==> src/rtl/vdp_pkg.sv <==
`default_nettype none
// ============================================================================
// Module      : vdp_pkg
// Description : Shared constants for the VDP interrupt sequencing logic:
//               active-line counts, status register selectors and the
//               default horizontal event sample point.
// Revision    : 1.0 - initial release
// ============================================================================
package vdp_pkg;

  // Line on which the V-blank event fires, selected by R#9 bit7
  localparam logic [9:0]  LINES_192 = 10'd192;
  localparam logic [9:0]  LINES_212 = 10'd212;

  // R#15 values that select S#0 (holds F) and S#1 (holds FH)
  localparam logic [3:0]  STATUS_S0 = 4'd0;
  localparam logic [3:0]  STATUS_S1 = 4'd1;

  // Horizontal position at which per-line events are sampled
  localparam logic [10:0] FLAG_SET_X_DEFAULT = 11'd1200;
  localparam logic [10:0] H_TOTAL_DEFAULT    = 11'd1368;

endpackage
`default_nettype wire

==> src/rtl/vdp_interrupt_flag.sv <==
`default_nettype none
// ============================================================================
// Module      : vdp_interrupt_flag
// Description : One sticky interrupt flag. A set pulse takes priority over a
//               clear pulse in the same cycle; the enable only gates the
//               request output and never touches the stored flag.
// Revision    : 1.0 - initial release
// ============================================================================
module vdp_interrupt_flag (
  input  logic clk,
  input  logic reset,
  input  logic i_set,
  input  logic i_clr,
  input  logic i_en,
  output logic o_flag,
  output logic o_irq
);

  logic r_flag;

  // Sticky flag: set wins over a coincident clear
  always_ff @(posedge clk) begin
    if (reset) begin
      r_flag <= 1'b0;
    end else if (i_set) begin
      r_flag <= 1'b1;
    end else if (i_clr) begin
      r_flag <= 1'b0;
    end
  end

  assign o_flag = r_flag;
  assign o_irq  = r_flag & i_en;

endmodule
`default_nettype wire

==> src/rtl/vdp_interrupt_ctrl.sv <==
`default_nettype none
// ============================================================================
// Module      : vdp_interrupt_ctrl
// Description : VDP interrupt sequencing. Samples V-blank and line-match
//               events once per line at FLAG_SET_X, updates the F and FH
//               status flags, and drives the registered active-low
//               interrupt request to the slot.
// Revision    : 1.0 - initial release
// ============================================================================
module vdp_interrupt_ctrl
  import vdp_pkg::*;
#(
  parameter logic [10:0] FLAG_SET_X = FLAG_SET_X_DEFAULT,
  parameter logic [10:0] H_TOTAL    = H_TOTAL_DEFAULT
) (
  input  logic        clk,
  input  logic        reset,
  input  logic [10:0] h_count,
  input  logic [9:0]  v_count,
  input  logic        reg_ie0,
  input  logic        reg_ie1,
  input  logic        reg_ln,
  input  logic [7:0]  reg_il,
  input  logic [7:0]  reg_vscroll,
  input  logic        status_rd,
  input  logic [3:0]  status_sel,
  output logic        status_f,
  output logic        status_fh,
  output logic        intr_n
);

  logic       w_sample;
  logic [9:0] w_vblank_line;
  logic [7:0] w_line_sum;
  logic       w_line_match;
  logic       w_clr_f;
  logic       w_clr_fh;
  logic       w_irq_f;
  logic       w_irq_fh;
  logic       r_vblank_evt;
  logic       r_line_evt;
  logic       r_intr_n;

  // The sample point only counts while h_count is inside the line period
  assign w_sample      = (h_count == FLAG_SET_X) && (h_count < H_TOTAL);
  assign w_vblank_line = reg_ln ? LINES_212 : LINES_192;
  // 8-bit add: the scrolled line number wraps modulo 256
  assign w_line_sum    = v_count[7:0] + reg_vscroll;
  // Lines 256 and above (border/blanking) never produce a line match
  assign w_line_match  = (v_count[9:8] == 2'b00) && (w_line_sum == reg_il);

  // Stage 1: capture per-line event pulses; FH eligibility uses IE1 at sample
  always_ff @(posedge clk) begin
    if (reset) begin
      r_vblank_evt <= 1'b0;
      r_line_evt   <= 1'b0;
    end else begin
      r_vblank_evt <= w_sample && (v_count == w_vblank_line);
      r_line_evt   <= w_sample && w_line_match && reg_ie1;
    end
  end

  // A status read clears only the flag held in the selected register
  assign w_clr_f  = status_rd && (status_sel == STATUS_S0);
  assign w_clr_fh = status_rd && (status_sel == STATUS_S1);

  vdp_interrupt_flag u_flag_f (
    .clk    (clk),
    .reset  (reset),
    .i_set  (r_vblank_evt),
    .i_clr  (w_clr_f),
    .i_en   (reg_ie0),
    .o_flag (status_f),
    .o_irq  (w_irq_f)
  );

  vdp_interrupt_flag u_flag_fh (
    .clk    (clk),
    .reset  (reset),
    .i_set  (r_line_evt),
    .i_clr  (w_clr_fh),
    .i_en   (reg_ie1),
    .o_flag (status_fh),
    .o_irq  (w_irq_fh)
  );

  // Stage 3: registered active-low request from the gated flags
  always_ff @(posedge clk) begin
    if (reset) begin
      r_intr_n <= 1'b1;
    end else begin
      r_intr_n <= ~(w_irq_f | w_irq_fh);
    end
  end

  assign intr_n = r_intr_n;

endmodule
`default_nettype wire
==> config.mk <==
export PLATFORM = sky130hd
export DESIGN_NAME = vdp_interrupt_ctrl
export DESIGN_NICKNAME = d
export VERILOG_FILES = /design/src/rtl/vdp_pkg.sv /design/src/rtl/vdp_interrupt_flag.sv /design/src/rtl/vdp_interrupt_ctrl.sv
export SDC_FILE = /design/constraint.sdc
export NUM_CORES = 1
export LEC_CHECK = 0
export ABC_AREA = 1
export CAP_MARGIN = 10
export CORE_ASPECT_RATIO = 0.7
export CORE_MARGIN = 3
export CORE_UTILIZATION = 32
export DETAILED_ROUTE_END_ITERATION = 16
export PLACE_DENSITY = 0.79
export SKIP_CTS_REPAIR_TIMING = 1
export SLEW_MARGIN = 25
export SYNTH_ARGS = -nofsm -noshare
export SYNTH_HDL_FRONTEND = slang
export SYNTH_SLANG_ARGS = --single-unit
export TNS_END_PERCENT = 10
==> constraint.sdc <==
create_clock -name clk -period 1.7 [get_ports clk]
set_input_delay 0.34 -clock clk [delete_from_list [all_inputs] [get_ports clk]]
set_output_delay 0.34 -clock clk [all_outputs]
set_load 0.01 [all_outputs]
==> summary.json <==
{
  "share_seq_of_total_power": {"value": 19.8, "unit": "%"},
  "power.static_leakage": {"value": 0.666, "unit": "nW"},
  "syn-cell-area": {"value": 737, "unit": "um^2"},
  "muxShareOfSynthArea": {"value": 0, "unit": "%"},
  "vias": {"value": 1002},
  "cp-start-kind": {"value": "input port"},
  "timing_hold_violations_final": {"value": 0},
  "ys_ff_latch": {"value": 5},
  "n_fill_cell": {"value": 169},
  "hold_path_depth": {"value": 2},
  "ios": {"value": 50},
  "timing.hold.worst.class": {"value": "reg2reg"},
  "finalNetCount": {"value": 240},
  "grt_max_degree": {"value": 6},
  "cp-end-kind": {"value": "register"},
  "gp_congestion": {"value": 0.751},
  "yosys.area_share.xor_xnor": {"value": 10.7, "unit": "%"},
  "numPlacedInstances": {"value": 209},
  "timing.hold.worst_endpoint": {"value": "u_flag_fh.o_flag"},
  "post_route_cells_drive_above_1_share": {"value": 15.8, "unit": "%"},
  "power.switching_fraction": {"value": 32.9, "unit": "%"},
  "worstPathCellList": {"value": "clkdlybuf4s50_1 > ha_2 > xnor2_2 > inv_1 > nand2_1 > nand3_2 > nor2_2 > nand3_1 > nor2_1"},
  "post-route-min-period": {"value": 1640, "unit": "ps"},
  "dr_wl_cell": {"value": 11.2, "unit": "um"},
  "drt_drc_violations_left": {"value": 0},
  "floorplan_core_area": {"value": 2020, "unit": "um^2"},
  "finalSetupViolations": {"value": 0},
  "async_flop_share": {"value": 0, "unit": "%"},
  "syn-num-nets": {"value": 178},
  "cts_num_sinks": {"value": 5},
  "outcome": {"value": "completed"},
  "synth-simple-area-share": {"value": 43.1, "unit": "%"},
  "cts_h_tree_lvls": {"value": 1},
  "numCtsBuffers": {"value": 3},
  "initial_core_util": {"value": 36.5, "unit": "%"},
  "dieWidth": {"value": 63.4, "unit": "um"},
  "rsz0062_at_grt": {"value": "true"},
  "ctsRootBufferMaster": {"value": "clkbuf_4"},
  "worst-path-stages": {"value": 9},
  "synth.most_common_cell": {"value": "nand2_1"},
  "max_clock_freq": {"value": 0.611, "unit": "GHz"},
  "all_layer_gr_usage": {"value": 16.2, "unit": "%"},
  "synth-compound-area-share": {"value": 7.30, "unit": "%"},
  "cts_tree": {"value": "yes"},
  "ys_seq_area_share": {"value": 13.6, "unit": "%"},
  "drv.max_cap_violation_count": {"value": 0},
  "critical_path_class": {"value": "in2reg"},
  "synthDominantAreaCellType": {"value": "nand2_1"},
  "synth_area_per_cell": {"value": 5.99, "unit": "um^2"},
  "comb_power_share": {"value": 55.9, "unit": "%"},
  "timing.reg2reg.worst_path_depth": {"value": 3},
  "synthDominantCellAreaShare": {"value": 16.8, "unit": "%"},
  "ys_top_cells_by_area": {"value": "nand2_1 17%, dfxtp_1 14%, ha_1 12%"},
  "first_global_vias": {"value": 933},
  "clockPowerShare": {"value": 24.3, "unit": "%"},
  "tightest_slew": {"value": 245, "unit": "ps"},
  "n_antenna_cell": {"value": 0},
  "area.growth.synth_to_final": {"value": 91.7, "unit": "%"},
  "p_total": {"value": 0.000594, "unit": "W"},
  "place_hpwl": {"value": 2020, "unit": "um"},
  "dieArea": {"value": 2920, "unit": "um^2"},
  "worst-r2r-setup-slack": {"value": 1050, "unit": "ps"},
  "synth.cells.most_frequent": {"value": "33 x nand2_1, 20 x inv_1, 14 x nor2_1, 11 x nand3_1, 7 x ha_1"},
  "non_filler_cells_final": {"value": 214},
  "critPathMaxStageDelay": {"value": 490, "unit": "ps"},
  "totalWireLength": {"value": 2400, "unit": "um"},
  "crit_path_max_fanout": {"value": 5},
  "synth_enable_flop_cells": {"value": 0},
  "global_route.overflow_total": {"value": 0},
  "slew_headroom": {"value": 83.6, "unit": "%"},
  "fin_setup_tns": {"value": 0, "unit": "ps"},
  "drt_first_pass_iters": {"value": 4},
  "min_period_over_period": {"value": 96.3, "unit": "%"},
  "skew": {"value": 4.67, "unit": "ps"},
  "grt_pass1_wl": {"value": 3760, "unit": "um"},
  "critical_path.slowest_cell": {"value": "clkdlybuf4s50_1"},
  "ys_warn_count": {"value": 0},
  "ant_nets": {"value": 0},
  "critPathBufInv": {"value": 2},
  "dominant_combinational_cell_family_by_area_after_synthesis": {"value": "simple AND/OR/NAND/NOR gates"},
  "timing.rr.end": {"value": "intr_n"},
  "dieHeight": {"value": 46.2, "unit": "um"},
  "critical-path-top-delay-family": {"value": "buffers and inverters"},
  "floorplan.rows": {"value": 13},
  "cp.arrival": {"value": 1820, "unit": "ps"},
  "required": {"value": 1880, "unit": "ps"},
  "final_max_slew_viol_count": {"value": 0},
  "power_density": {"value": 420, "unit": "nW/um^2"},
  "insertion_delay": {"value": 250, "unit": "ps"},
  "synthesis.instances": {"value": 123},
  "synth.lib_cells_used.distinct": {"value": 21},
  "post_synth_fa_ha_maj_area_fraction": {"value": 14.6, "unit": "%"},
  "intPower": {"value": 0.000398, "unit": "W"},
  "power.net_switching": {"value": 0.000195, "unit": "W"},
  "dr.first_iter.drc_count": {"value": 20},
  "post_drt_via_cell_ratio": {"value": 4.68},
  "max-clock-path-buffers": {"value": 2},
  "postSynth.topFlopCell": {"value": "dfxtp_1"},
  "post-route-cell-area": {"value": 1410, "unit": "um^2"},
  "antenna_found_initial": {"value": 0},
  "clk_pin_slew_worst_paths": {"value": 40, "unit": "ps"},
  "critical_path.reg2reg.startpoint": {"value": "u_flag_f.o_flag"},
  "placement.io_buffers": {"value": 49},
  "worst_ir_drop_vdd": {"value": 0.000171, "unit": "V"},
  "startpoint_of_the_worst_hold_path": {"value": "r_line_evt"},
  "post_dp_cell_area": {"value": 1320, "unit": "um^2"}
}
-- state kept, by name, summed over array words and instances (netlist names) --
name,flops
r_line_evt,1
intr_n,1
u_flag_fh.o_flag,1
r_vblank_evt,1
u_flag_f.o_flag,1
-- power by group through the flow --
stage	logic (W)	registers [W]	clock network, W
floorplan	0.000147	0.000120	0
global placement	0.000294	0.000120	0
detailed placement	0.000305	0.000120	0
CTS	0.000307	0.000118	0.000144
global route	0.000366	0.000117	0.000151
finish	0.000332	0.000118	0.000144
-- stage by stage --
step	hold WS (ps)	util, %	setup WS [ps]
6_report	430	70.0	63.6
4_1_cts	428	66.6	-226
2_1_floorplan	409	-	85.2
5_1_grt	472	70.0	-82.0
3_3_place_gp	424	65.3	-401
3_5_place_dp	422	65.3	-480
-- per-layer routing --
layer  wire (um)  global-route usage, %  vias up
li1            -                      -      509
met4           9                   2.58        0
met1         957                   17.0      443
met2        1150                   32.4       48
met3         282                   5.85        2
met5           0                      0        -
-- layout by cell type (no fill, tap or decap), types with 3 or more instances in the layout --
cell and count:
xnor2_1 4, inv_1 20, clkdlybuf4s50_1 45, a21oi_1 5
nand4_1 3, ha_1 4, buf_4 8, nand2_2 4
xor2_1 4, nand3_1 11, clkbuf_4 3, dfxtp_1 5
nand2_1 31, nor2_1 14
-- worst register-to-register path, delay by kind of cell (launching register included) --
kind             cells  cell delay, ps
flip-flops           1             340
AND/OR/NAND/NOR      2             140
AO/OA/AOI/OAI        1              50
-- kinds of logic (layout without fill, tap and decap cells) --
family | after synthesis | after routing
buffers and inverters | 21 | 82
flip-flops | 5 | 5
AO/OA/AOI/OAI | 10 | 10
AND/OR/NAND/NOR | 70 | 70
XOR/XNOR | 9 | 9
adder cells (fa/ha/maj) | 8 | 8
-- how the worst max path moves through the flow --
| stage | startpoint | end |
|---|---|---|
| global route | v_count[0] | r_line_evt |
| finish | v_count[4] | r_line_evt |
| detailed placement | v_count[0] | r_line_evt |
| CTS | v_count[0] | r_line_evt |
| global placement | v_count[0] | r_line_evt |
| floorplan | v_count[0] | r_line_evt |
-- area by class of cell --
type                    instances  area (um^2)  area share [%]
well taps                      30         37.5            2.66
inverters                      21         78.8            5.58
clock buffers                   4         26.3            1.86
flip-flops and latches          5          100            7.09
repair buffers                 57          566            40.0
multi-input cells              97          604            42.8
(Power assumes the default switching activity.)
